### src/rtl/exposure_timer.sv
`timescale 1ns/1ps
// ---------------------------------------------------------------------------
// exposure_timer
//
// Timing responder for the camera exposure controller. It holds the
// user-adjustable exposure setting and, when the controller asks for a
// start, times the exposure window and then a fixed readout window. The
// end of each window is reported to the controller, which uses those
// indications to step its own state machine.
//
// Ports:
//   Clk          - system clock, rising edge active
//   Reset        - asynchronous, active-high reset
//   Timer_start  - start request from the exposure controller (level sampled,
//                  only acted on while idle)
//   Exp_increase - synchronised button: rising edge raises the setting
//   Exp_decrease - synchronised button: rising edge lowers the setting
//   Ovf5         - exposure-complete indication
//   Ovf4         - readout-complete indication
//   Busy         - high whenever an exposure or readout is in progress
//   Exp_time     - current exposure setting in units, unsigned
//
// Parameters:
//   EXP_MIN / EXP_MAX - saturation limits of the setting (EXP_MIN >= 1,
//                       EXP_MAX <= 31 so it fits Exp_time)
//   EXP_DEFAULT       - setting after reset, EXP_MIN <= EXP_DEFAULT <= EXP_MAX
//   TICK_DIV          - clock cycles per exposure unit, >= 1
//   READ_CYCLES       - length of the readout window in cycles, >= 1
//
// Build option:
//   EXPOSURE_TIMER_STICKY_OVF_EN - when defined, Ovf5/Ovf4 are sticky flags
//   that are set by their events and cleared together when a new start is
//   accepted (or by Reset). When undefined they are single-cycle pulses.
// ---------------------------------------------------------------------------
module exposure_timer #(
   parameter int unsigned EXP_MIN     = 2,
   parameter int unsigned EXP_MAX     = 30,
   parameter int unsigned EXP_DEFAULT = 2,
   parameter int unsigned TICK_DIV    = 4,
   parameter int unsigned READ_CYCLES = 8
) (
   input  logic       Clk,
   input  logic       Reset,
   input  logic       Timer_start,
   input  logic       Exp_increase,
   input  logic       Exp_decrease,
   output logic       Ovf5,
   output logic       Ovf4,
   output logic       Busy,
   output logic [4:0] Exp_time
);

   // The counter must hold the largest load value of either window. The
   // width is clog2 of the largest window length, which is enough because
   // the load value is always one less than the window length.
   localparam int unsigned EXP_PROD = EXP_MAX * TICK_DIV;
   localparam int unsigned CNT_MAXV = (EXP_PROD > READ_CYCLES) ? EXP_PROD : READ_CYCLES;
   localparam int unsigned CNT_W    = (CNT_MAXV > 1) ? $clog2(CNT_MAXV) : 1;

   localparam logic [4:0]       EXP_MIN_V     = 5'(EXP_MIN);
   localparam logic [4:0]       EXP_MAX_V     = 5'(EXP_MAX);
   localparam logic [4:0]       EXP_DEFAULT_V = 5'(EXP_DEFAULT);
   localparam logic [CNT_W-1:0] READ_LOAD     = CNT_W'(READ_CYCLES - 1);

   localparam logic [1:0] ST_IDLE    = 2'd0;
   localparam logic [1:0] ST_EXPOSE  = 2'd1;
   localparam logic [1:0] ST_READOUT = 2'd2;

   logic [1:0]       state_q, state_d;
   logic [CNT_W-1:0] cnt_q, cnt_d;
   logic [4:0]       exp_q, exp_d;
   logic             inc_prev_q, inc_prev_d;
   logic             dec_prev_q, dec_prev_d;
   logic             ovf5_q, ovf5_d;
   logic             ovf4_q, ovf4_d;
   logic             busy_q, busy_d;

   logic             inc_rise;
   logic             dec_rise;
   logic [31:0]      prod_full;
   logic [CNT_W-1:0] exp_load;

   // Rising-edge detection on the already-synchronised buttons. The
   // previous-value registers track the inputs in every state, so a button
   // pressed during a busy window leaves no pending edge behind when the
   // timer returns to idle.
   always_comb begin
      inc_prev_d = Exp_increase;
      dec_prev_d = Exp_decrease;
      inc_rise   = Exp_increase & ~inc_prev_q;
      dec_rise   = Exp_decrease & ~dec_prev_q;
   end

   // Exposure setting: single steps that saturate at the limits. Opposing
   // edges in the same cycle cancel, and edges outside idle are dropped so
   // an exposure in progress never sees its setting move.
   always_comb begin
      exp_d = exp_q;
      if (state_q == ST_IDLE) begin
         if (inc_rise && !dec_rise) begin
            if (exp_q < EXP_MAX_V) begin
               exp_d = exp_q + 5'd1;
            end
         end else if (dec_rise && !inc_rise) begin
            if (exp_q > EXP_MIN_V) begin
               exp_d = exp_q - 5'd1;
            end
         end
      end
   end

   // Exposure window length in cycles minus one. The multiply is done at
   // 32 bits so nothing is lost, then narrowed to the counter width, which
   // is guaranteed to hold the result.
   always_comb begin
      prod_full = 32'(exp_q) * 32'(TICK_DIV);
      exp_load  = CNT_W'(prod_full - 32'd1);
   end

   // Main sequencer. Each window counts its load value down to zero and the
   // transition happens on the edge where zero is observed, so a window of
   // L cycles ends exactly L edges after it was loaded. Busy is registered
   // alongside the state so it rises on the start edge and falls on the
   // readout-complete edge.
   always_comb begin
      state_d = state_q;
      cnt_d   = cnt_q;
      busy_d  = busy_q;
`ifdef EXPOSURE_TIMER_STICKY_OVF_EN
      ovf5_d  = ovf5_q;
      ovf4_d  = ovf4_q;
`else
      ovf5_d  = 1'b0;
      ovf4_d  = 1'b0;
`endif
      case (state_q)
         ST_IDLE: begin
            if (Timer_start) begin
               cnt_d   = exp_load;
               state_d = ST_EXPOSE;
               busy_d  = 1'b1;
`ifdef EXPOSURE_TIMER_STICKY_OVF_EN
               ovf5_d  = 1'b0;
               ovf4_d  = 1'b0;
`endif
            end
         end
         ST_EXPOSE: begin
            if (cnt_q == '0) begin
               ovf5_d  = 1'b1;
               cnt_d   = READ_LOAD;
               state_d = ST_READOUT;
            end else begin
               cnt_d = cnt_q - CNT_W'(1);
            end
         end
         ST_READOUT: begin
            if (cnt_q == '0) begin
               ovf4_d  = 1'b1;
               state_d = ST_IDLE;
               busy_d  = 1'b0;
            end else begin
               cnt_d = cnt_q - CNT_W'(1);
            end
         end
         default: begin
            state_d = ST_IDLE;
            cnt_d   = '0;
            busy_d  = 1'b0;
            ovf5_d  = 1'b0;
            ovf4_d  = 1'b0;
         end
      endcase
   end

   // State registers. Reset aborts any window immediately and clears the
   // indications, so an interrupted exposure never reports completion.
   always_ff @(posedge Clk or posedge Reset) begin
      if (Reset) begin
         state_q    <= ST_IDLE;
         cnt_q      <= '0;
         exp_q      <= EXP_DEFAULT_V;
         inc_prev_q <= 1'b0;
         dec_prev_q <= 1'b0;
         ovf5_q     <= 1'b0;
         ovf4_q     <= 1'b0;
         busy_q     <= 1'b0;
      end else begin
         state_q    <= state_d;
         cnt_q      <= cnt_d;
         exp_q      <= exp_d;
         inc_prev_q <= inc_prev_d;
         dec_prev_q <= dec_prev_d;
         ovf5_q     <= ovf5_d;
         ovf4_q     <= ovf4_d;
         busy_q     <= busy_d;
      end
   end

   // All outputs come straight from flops.
   always_comb begin
      Ovf5     = ovf5_q;
      Ovf4     = ovf4_q;
      Busy     = busy_q;
      Exp_time = exp_q;
   end

endmodule

### config.mk
export PLATFORM = sky130hd
export DESIGN_NAME = exposure_timer
export DESIGN_NICKNAME = d
export VERILOG_FILES = /design/src/rtl/exposure_timer.sv
export SDC_FILE = /design/constraint.sdc
export NUM_CORES = 1
export LEC_CHECK = 0
export ABC_AREA = 1
export CAP_MARGIN = 20
export CORE_MARGIN = 2
export CORE_UTILIZATION = 30
export CTS_BUF_LIST = sky130_fd_sc_hd__clkbuf_8
export DETAILED_ROUTE_END_ITERATION = 10
export PLACE_DENSITY_LB_ADDON = 0.05
export SYNTH_ARGS = -nofsm -noshare
export SYNTH_HDL_FRONTEND = slang
export SYNTH_SLANG_ARGS = --single-unit
### constraint.sdc
create_clock -name Clk -period 1.85 [get_ports Clk]
set_clock_uncertainty 0.1 [all_clocks]
set_input_delay 0.4625 -clock Clk [delete_from_list [all_inputs] [get_ports Clk]]
set_output_delay 0.4625 -clock Clk [all_outputs]
set_load 0.03 [all_outputs]
Word level (Yosys, flattened, before mapping)
Cells that the tools add are included.
{"block": "op_classes", "addsub": 4, "order_cmp": 2, "n_eq_ne": 7, "muxes": 18, "bitwise": 5, "reduce_logical": 12}
{"op": "2-to-1 mux 7 bit", "count": 3}
{"op": "one-hot mux 7 bit (3 select lines)", "count": 1}
{"op": "2-to-1 mux 5 bit", "count": 4}
{"op": "subtractor 7 x 1 -> 7 bit (second input constant)", "count": 2}
{"op": "!= test 2 bit (second input constant)", "count": 4}
{"op": "zero test 7 bit", "count": 1}
{"op": "2-to-1 mux 2 bit", "count": 3}
{"op": "one-hot mux 2 bit (3 select lines)", "count": 1}
{"op": "AND reduction 3 bit", "count": 2}
{"op": "adder 5 x 1 -> 5 bit (second input constant)", "count": 1}
{"op": "> comparator 5 x 2 -> 1 bit (second input constant)", "count": 1}
{"op": "< comparator 5 bit (second input constant)", "count": 1}
{"op": "2-to-1 mux 1 bit", "count": 5}
{"op": "subtractor 5 x 1 -> 5 bit (second input constant)", "count": 1}
{"op": "AND reduction 4 bit", "count": 1}
{"op": "nonzero test 2 bit", "count": 2}
{"op": "NOT 1 bit", "count": 3}
{"op": "one-hot mux 1 bit (3 select lines)", "count": 1}
{"op": "AND 1 bit", "count": 2}
{"op": "equality test 2 x 1 -> 1 bit (second input constant)", "count": 1}
{"op": "equality test 2 bit (second input constant)", "count": 1}
{"op": "logical AND 1 bit", "count": 2}
{"op": "zero test 1 bit", "count": 2}
{"op": "zero test 2 bit", "count": 1}
{"op": "other kinds (2)", "count": 2}
{"block": "totals", "regBits": 19}

Depth between registers and ports, before layout
Gate-level depths: netlist (run 1).
{"block": "depth", "ltp_word": 6, "ltp_mapped": 11, "mapped_depth_nobuf": 11}

Worst setup path after synthesis (run 1)
No wires, ideal clock.
{"block": "synth_path", "path_kind": "input -> register", "from": "input port Exp_increase", "to": "register exp_q[4] (netlist: Exp_time[4])", "setup_ps": 66, "t_arrival_ps": 1797, "required_time_ps": 1684, "setup_slack_ps": -113, "path_stages": 11, "path_buffers": 0, "cell_sequence": "inv_1 -> nor2_1 -> ha_1 -> inv_1 -> fa_1 -> nand2_1 -> nand2_1 -> a21oi_1 -> xor2_1 -> nand2_1 -> nand2_1"}
{"block": "synth_via", "elab_chain_len": 5}
{"element": "start, declared", "line_no": "45", "rtl": "input logic Exp_increase,"}
{"element": "AND 1 bit *", "line_no": "90", "rtl": "inc_rise = Exp_increase & ~inc_prev_q;"}
{"element": "zero test 1 bit", "line_no": "104", "rtl": "end else if (dec_rise && !inc_rise) begin"}
{"element": "logical AND 1 bit", "line_no": "104"}
{"element": "nonzero test 2 bit (no source line)"}
{"element": "AND reduction 4 bit (no source line)"}
{"element": "end signal, assigned", "line_no": "191", "rtl": "exp_q <= exp_d;"}
{"element": "end, declared", "line_no": "71", "rtl": "logic [4:0] exp_q, exp_d;"}
Mark *: on every way between the ends. The rest lies on a longest branch, timed or not.
A chain may end at the register's enable or synchronous reset.

Worst setup path in the final report (run 1)
{"block": "layout_path", "from": "input port Exp_decrease", "to": "register exp_q[4] (netlist: Exp_time[4])"}
{"block": "layout_via", "elab_chain_len": 5}
{"element": "start, declared", "line_no": "46", "rtl": "input logic Exp_decrease,"}
{"element": "AND 1 bit *", "line_no": "91", "rtl": "dec_rise = Exp_decrease & ~dec_prev_q;"}
{"element": "zero test 1 bit", "line_no": "100", "rtl": "if (inc_rise && !dec_rise) begin"}
{"element": "logical AND 1 bit", "line_no": "100"}
{"element": "!= test 2 x 1 -> 1 bit (no source line) / nonzero test 2 bit (equally long branches)"}
{"element": "AND reduction 4 bit (no source line)"}
Marks and branches as above.

==> impl.org, run 1 <==
** Status
- The flow ran to the end, and the final reports show no timing, DRC or antenna violations.

** Synthesis
- Number of warnings printed during yosys synthesis :: 0
- Top_reg_cell synth :: sky130_fd_sc_hd__dfrtp_1
- Post-Synthesis Net Count :: about 180
- Number of unique standard cell types used by synthesis :: 24
- Of the post-synthesis cell area, the dominant cell type holds between 30% and 40%.
- Counting flops with a built-in enable in the synthesized netlist gives 0.
- Netlist Area Pre-Place :: approximately 1200 um^2
- Yosys instantiated no cell more often than sky130_fd_sc_hd__nand2_1.
- In the synthesized netlist, the cells that appear most often are sky130_fd_sc_hd__nand2_1 (57), sky130_fd_sc_hd__dfrtp_1 (18), sky130_fd_sc_hd__inv_1 (18).
- The share of the Yosys chip area taken by registers is around 39%.
- Top cells by area, synth :: sky130_fd_sc_hd__dfrtp_1 (37%), sky130_fd_sc_hd__nand2_1 (18%), sky130_fd_sc_hd__ha_1 (7.2%), sky130_fd_sc_hd__inv_1 (5.5%), sky130_fd_sc_hd__nor2_1 (4.3%)
- Synthesized flop and latch total :: 19
- After synthesis, the mean cell area works out to 7.55 um^2.
- For this run, asynchronously set or reset flops after synthesis account for 100%.
- After technology mapping, the gate count stands at ~160.
- Post-synth top area cell :: sky130_fd_sc_hd__dfrtp_1

** Critical path
- Traced cell by cell, the critical path runs through dlygate4sd2_1 -> nand2_2 -> ha_4 -> inv_4 -> buf_6 -> ha_4 -> nand2_1 -> nand2_1 -> a21oi_2 -> xor2_1 -> nand2_1 -> nand2_1.
- In this design, the critical path's most frequently occurring cell is sky130_fd_sc_hd__nand2_1.
- Maximum fanout encountered on the critical timing path :: 4
- In this run the register-to-register setup slack is 0.10 ns.
- Critical path startpoint category :: primary input
- The worst register-to-register path ends at Exp_time[4].
- The worst register-to-register path has a depth of 11.
- On the critical path, the stage with the largest delay is an instance of sky130_fd_sc_hd__dlygate4sd2_1.
- In this run the critical register-to-register path is launched from inc_prev_q.
- WP data arrival :: around 1.9 ns
- The setup path with the least slack is of type in2reg.
- For this run, the slowest stage of the critical path takes between 0.2 and 0.3 ns.
- Critical path endpoint category :: register
- Endpoint required time on the critical path :: around 2 ns

** Global routing
- Largest net degree at the start of global routing :: 20
- Total congestion overflow :: 0
- For this run, the total global-route usage over all layers was measured as between 10% and 20%.
- Global-route wire length before repair :: 4630 um
- The initial antenna violation count was 0.
- Via count of the first global-routing pass :: roughly 1,000

** Cells and area
- 0 antenna diodes ended up in the layout.
- The count of cells in the finished layout, fillers not included, comes to 240.
- Area added between synthesis and finish :: 31.1%
- Nets@finish :: slightly above 200
- Cells with a size suffix above 1 make up a little over a fifth of the layout.
- Fill cells in the final layout number approximately 430.

** Die
- The total area inside the core boundary comes to around 4000 um^2.
- Die height :: between 60 and 70 um
- The initial utilization of the core area, before any placement, comes to just over 30%.
- After floorplanning, the core was divided into 23 placement rows.
- Die area :: 4600 um^2
- For this design the top-level I/O count stands at 13.
- Measured along the x axis, the die boundary spans roughly 68 um.

** STA
- For the pin with the worst max-slew slack, the measured transition is about 0.34 ns.
- Final Worst Setup Slack :: ~0.077 ns
- Final critical-path required period :: roughly 1.8 ns
- RSZ-0062 raised after global routing :: true
- Worst slew margin relative to its limit :: 77.2%
- Setup violations remaining at the end of the flow were counted as 0.
- Final period utilization :: around 96%
- Max Transition Viols Final :: 0
- Count of endpoints failing hold in the final timing report :: 0
- Static timing analysis puts the maximum clock frequency at around 560 MHz.
- Hold Slack :: 0.219 ns

** Placement
- Input and output buffers added on the ports amount to 12.
- Placer congestion estimate :: about 0.75
- Once placement completed, the tool counted placed cells totaling about 230.
- Post-placement setup slack :: -0.518 ns
- Summed over all nets, the half-perimeter wirelength after detailed placement is between 2000 and 2500 um.

** Route
- Total met3 wirelength after detailed routing :: around 80 um
- Detailed routing placed a total of 1320 um of wire on met2.
- Router iterations before antenna repair :: 4
- For this run, design rule violations remaining after detail routing come to 0.
- Detailed-route wire length per cell :: 11.5 um
- The detailed router placed around 1,100 vias in this run.
- Initial drt markers :: 49
- Once detail routing completed, the nets flagged for antenna violations numbered 0.
- Signal routing reaches up to met4.
- Via/cell ratio :: 4.47
- Total wire length after detailed routing :: between 2000 and 3000 um
- The detailed router put a total of 1340 um of wire on met1.

** Hold path
- Startpoint of the most critical hold path :: Exp_increase
- Along the worst hold path, the cell count comes to 1.
- The worst hold path terminates at inc_prev_q.
- In this run the worst hold path is classified as in2reg.

** Power and ir drop
- Fraction of power spent switching nets :: 46.3%
- In this run the power spent charging and discharging nets is ~1.2 mW.
- Per report_power, the sequential group accounts for 28.3% of the total.
- Combinational logic is responsible for between 60 and 70% of the overall power.
- Max rail drop VDD :: about 0.64 mV
- Static power due to leakage :: a little under 0.9 nW
- For this design the ratio of total power to cell area is 1600 nW/um^2.
- Internal power comes to 1.38 mW.
- Total power :: ~2.6 mW
- The clock network is responsible for 11.4% of the overall power.

** Clocking
- Clock-pin slew on the worst setup and hold paths :: 0.08 ns
- In this run the number of H-tree levels came out at 1.
- CTS placed an instance of sky130_fd_sc_hd__clkbuf_8 at the clock tree root.
- The number of clock buffers added by TritonCTS is 3.
- Clock tree from TritonCTS :: done
- Maximum buffer depth of the clock tree :: 2
- CTS saw 19 sinks.
- Clock insertion delay at the later pin of the skew report :: 0.26 ns
- Hold_buf cts :: 0

** Job
- Reported max-cap violation count :: 0
==> worst max path at each step <==
stage / startpoint / endpoint / slack, ns / depth (start not counted)
2_1_floorplan: Exp_increase / Exp_time[4] / 0.002 / 11
3_3_place_gp: Exp_increase / Exp_time[4] / -0.48 / 12
3_5_place_dp: Exp_increase / Exp_time[3] / -0.52 / 10
4_1_cts: Exp_decrease / Exp_time[4] / 0.008 / 11
5_1_grt: inc_prev_q / Exp_time[4] / -0.02 / 11
6_report: Exp_decrease / Exp_time[4] / 0.08 / 12
==> cell usage in the layout (no fill, tap or decap), drive strengths merged, types with 3 or more instances in the layout <==
cell          count
nand4             3
dlymetal6s2s      3
nand3             7
nand2            57
xor2              3
dlygate4sd2       5
clkbuf            3
ha                7
buf              14
xnor2             4
nor2             19
a21oi             5
o21ai            11
dfrtp            18
inv              20
==> flip-flops by register name, summed over array words and instances, names as in the netlist <==
signal	flops
Exp_time	5
dec_prev_q	1
Ovf5	1
Ovf4	1
state_q	2
inc_prev_q	1
cnt_q	7
Busy	1
==> through the flow <==
stage,TNS (ns),instance area (um^2),utilization [%]
3_5_place_dp,-2.18,1480,37.1
6_report,0,1600,40.4
2_1_floorplan,0,1230,-
5_1_grt,-0.0251,1600,40.4
4_1_cts,0,1560,39.3
3_3_place_gp,-2.08,1480,37.1
==> repair_timing <==
action	4_1_cts	5_1_grt
cloned	0	0
buffers inserted	3	0
gates resized for setup	12	9
pin swaps	7	6
setup endpoints to repair	9	6
==> critical path, delay by kind of cell <==
family | cells | cell delay (ns)
adders and majority gates | 2 | 0.39
AOI/OAI and AO/OA | 1 | 0.14
and+or+nand+nor | 5 | 0.30
xor gates and xnor gates | 1 | 0.15
buffers and inverters | 3 | 0.41
==> metal layers <==
layer	GRT usage, %	vias up
li1	-	570
met4	5.25	0
met3	2.47	2
met1	17.5	487
met5	0	-
met2	23.2	14
==> power by group through the flow <==
stage	clock network (mW)	logic (mW)	registers, mW
floorplan	0	0.903	0.864
global placement	0	1.48	0.737
detailed placement	0	1.49	0.737
CTS	0.308	1.53	0.727
global route	0.330	1.75	0.750
finish	0.292	1.55	0.726
==> logic make-up (layout without fill, tap and decap cells) <==
kind of cell	Yosys count	count (layout)	share of synthesized area [%]
XOR/XNOR	7	7	5.02
buffers and inverters	21	49	6.45
flip-flops	19	19	39.0
AND/OR/NAND/NOR	89	89	32.1
AO/OA/AOI/OAI	18	18	8.60
adder cells (fa/ha/maj)	8	8	8.80
==> cell type report <==
type                       count  area (um^2)  area share, %
clock buffer                   3         41.3           2.58
multi-input combinational    122          728           45.4
inverter                      21         81.3           5.07
sequential                    19          477           29.7
clock inverter                 1         5.00          0.312
tap                           50         62.6           3.90
timing repair buffer          24          208           13.0
(Power assumes the default switching activity.)
==> run 2, diff against run 1 <==
--- a/config.mk
+++ b/config.mk
@@ -12,6 +12,7 @@
 export CTS_BUF_LIST = sky130_fd_sc_hd__clkbuf_8
 export DETAILED_ROUTE_END_ITERATION = 10
 export PLACE_DENSITY_LB_ADDON = 0.05
+export SKIP_CTS_REPAIR_TIMING = 1
 export SYNTH_ARGS = -nofsm -noshare
 export SYNTH_HDL_FRONTEND = slang
 export SYNTH_SLANG_ARGS = --single-unit
==> impl.org, run 2 (same netlist as run 1, synthesis figures left out) <==
** Cells and area
- Counting flops per register, the top entry is cnt_q.
- The multi-input logic area came to 716 um^2 (-1.7%).
- The antenna diode instance count was 0 (unchanged).
- Area added between synthesis and finish :: 31.3%
- The share of post-route cells with drive strength above 1 was 20.1% (-1.5 points).
- The post-route cell area is 1610 um^2 (+0.16%).
- The net count of the finished layout is 203 (-0.49%).
- The register cell area after layout came to 477 um^2 (unchanged).
- The library cell used most frequently in the layout, excluding fill and tap cells, is sky130_fd_sc_hd__nand2_1.
- The total of fill cells in the finished design was 415 (-2.6%).
- The final standard cell count with taps included and fillers excluded was 239 (-0.42%).
- Number of flip-flops under the largest register name :: 7 (unchanged)
- Top library cells by usage in the layout, fill and taps aside :: sky130_fd_sc_hd__nand2_1 (56), sky130_fd_sc_hd__dfrtp_1 (18), sky130_fd_sc_hd__inv_1 (17), sky130_fd_sc_hd__nor2_1 (13), sky130_fd_sc_hd__buf_4 (12)

** Clocking
- Clock tree from TritonCTS :: done
- The cell sitting at the root of the clock tree is a sky130_fd_sc_hd__clkbuf_8.
- Clock net sink count :: 19 (unchanged)
- Maximum level of the CTS H-tree :: 1 (unchanged)
- Clock-pin slew on the worst setup and hold paths :: 0.08 ns (about the same)
- The insertion delay to the later sink of the worst-skew pair came to 0.26 ns (about the same).
- Number of buffers added by the clock tree synthesis step :: 3 (unchanged)
- Maximum buffer depth of the clock tree :: 2 (unchanged)

** Die
- Width of the chip :: 67.8 um (unchanged)
- The die outline height is 67.8 um (unchanged).
- Core area :: 3970 um^2 (unchanged)
- Floorplan row count :: 23 (unchanged)
- Effective utilization at floorplan :: 30.8% (unchanged)
- The total I/O pin count came to 13 (unchanged).
- Die area :: 4600 um^2 (unchanged)

** Job
- The number of max-capacitance violations reported was 0 (unchanged).

** Placement
- Number of cells after detailed placement :: 233 (unchanged)
- Post-placement setup slack :: -0.518 ns (unchanged)
- Total half-perimeter wirelength after legalization and detailed placement :: 2040 um (unchanged)
- The number of input and output port buffers inserted was 12 (unchanged).
- Placement-stage cell area :: 1480 um^2 (unchanged)
- Placer congestion estimate :: 0.748 (unchanged)

** STA
- Max Transition Viols Final :: 0 (unchanged)
- Setup TNS :: 0 ns (unchanged)
- The number of setup violations in the final report is 0 (unchanged).
- Worst slew margin relative to its limit :: 77.8% (+0.61 points)
- Final period utilization :: 96.9% (+1.1 points)
- The final period demand of the worst path was 1.79 ns (+0.0199 ns).
- The worst hold margin came to 0.240 ns (+0.0218 ns).
- Slew @ Worst Pin :: 0.333 ns (-0.00917 ns)
- The final critical-path setup slack came to 0.0567 ns (-0.0199 ns).
- The maximum achievable frequency was 558 MHz (-1.1%).
- Setup repair after global routing could not meet its margin everywhere.
- The total count of hold-check failures in the final report was 0 (unchanged).

** Power and ir drop
- The sequential group share of total power was 28.4% (about the same).
- Share of total power in the clock network :: 11.4% (about the same)
- Max rail drop VDD :: 0.640 mV (+0.18%)
- The static leakage is 0.909 nW (+5.1%).
- The switching component of the power came to 1.17 mW (-1.0%).
- The design internal power is 1.38 mW (+0.13%).
- Combinational group share of total power :: 60.2% (about the same)
- Fraction of power spent switching nets :: 46.0% (-0.29 points)
- The cell area power density came to 1590 nW/um^2 (-0.56%).

** Route
- DRC violation count after routing :: 0 (unchanged)
- Initial drt markers :: 46 (-6.1%)
- The number of nets with antenna violations after routing was 0 (unchanged).
- The number of vias after detailed routing is 1,066 (-0.65%).
- The total wirelength of the detailed-routed design is 2710 um (-2.0%).
- The iteration count of the initial detailed-routing pass is 4 (unchanged).
- Via/cell ratio :: 4.46 (-0.24%)
- Detailed-route wire length per cell :: 11.4 um (-1.5%)

** Critical path
- WP data arrival :: 1.90 ns (+0.02 ns)
- The worst setup path is launched from a register.
- CP dominant cell by count :: sky130_fd_sc_hd__nand2_1
- The critical path required time was 1.95 ns (about the same).
- WS Path Type :: reg2reg
- The number of buffers and inverters on the critical path was 1 (-2).
- Critical path endpoint category :: register
- Gate family responsible for the most delay along the worst path :: adder cells
- The largest incremental delay on the critical path is 0.40 ns (+0.15 ns).
- The peak fanout along the critical path was 5 (+1).
- Traced cell by cell, the critical path runs through nor2_4 -> ha_4 -> inv_4 -> fa_2 -> nand2_1 -> nand2_1 -> a21oi_2 -> xor2_1 -> nand2_1 -> nand2_1.
- Slowest cell on crit path :: sky130_fd_sc_hd__dfrtp_1

** Global routing
- Total congestion overflow :: 0 (unchanged)
- Number of antenna violations at the first check in global routing :: 0 (unchanged)
- Global-route wire length before repair :: 4400 um (-4.9%)
- Largest net degree at the start of global routing :: 20 (unchanged)
- The overall fraction of global-route tracks in use was 13.1% (-0.63 points).
- The via count of the first global-routing pass came to 956 (-4.5%).

** Hold path
- In this run the worst hold path is classified as in2reg.

** Status
- Outcome :: complete, no violations
run 2: changes by cell type in the layout (fill, tap and decap cells not counted), sizes merged:
| cell | previous run | this run |
|---|---|---|
| buf | 14 | 12 |
| dlygate4sd2 | 5 | 0 |
| dlymetal6s2s | 3 | 9 |
run 2: power by group through the flow:
stage | logic, mW | clock network (mW) | registers (mW)
6_report | 1.54 | 0.291 | 0.726
5_1_grt | 1.74 | 0.330 | 0.750
4_1_cts | 1.50 | 0.308 | 0.729
3_5_place_dp | 1.49 | 0 | 0.737
3_3_place_gp | 1.48 | 0 | 0.737
2_1_floorplan | 0.903 | 0 | 0.864
run 2: path summary, 6_finish.rpt:
| kind | start | to | slack, ns | cells past startpoint |
|---|---|---|---|---|
| max in group asynchronous | Reset | Exp_time[1] | 0.94 | 3 |
| worst min-delay path | Exp_increase | inc_prev_q | 0.24 | 1 |
| worst max-delay path | inc_prev_q | Exp_time[4] | 0.06 | 10 |
| worst max register to register | inc_prev_q | Exp_time[4] | 0.06 | 10 |
| min in group asynchronous | Reset | dec_prev_q | 0.44 | 3 |
| worst min register to register | cnt_q[6] | cnt_q[6] | 0.44 | 2 |
run 2: metal layers:
layer  vias up  global-route usage, %  wire length, um
met5         -                      0                0
met4         0                   5.25               19
met3         2                   2.47               86
met2        17                   21.4             1310
met1       482                   17.0             1300
li1        565                      -                -
run 2: layout make-up:
class                           count  area share [%]
Multi-Input combinational cell    122            44.6
Sequential cell                    19            29.7
Timing Repair Buffer               23            13.9
Inverter                           21            5.07
Tap cell                           50            3.90
Clock buffer                        3            2.57
Clock inverter                      1           0.312
run 2: through the flow:
step / utilization [%] / total power, mW
after floorplan: - / 1.77
after detailed placement: 37.1 / 2.23
after global routing: 40.4 / 2.82
after global placement: 37.1 / 2.21
after CTS: 38.3 / 2.54
final: 40.4 / 2.55
==> run 3, diff against run 2 <==
--- a/config.mk
+++ b/config.mk
@@ -12,7 +12,6 @@
 export CTS_BUF_LIST = sky130_fd_sc_hd__clkbuf_8
 export DETAILED_ROUTE_END_ITERATION = 10
 export PLACE_DENSITY_LB_ADDON = 0.05
-export SKIP_CTS_REPAIR_TIMING = 1
 export SYNTH_ARGS = -nofsm -noshare
 export SYNTH_HDL_FRONTEND = slang
 export SYNTH_SLANG_ARGS = --single-unit
==> results of run 3 <==
The final DEF is identical to that of run 1; final timing and power are the same.
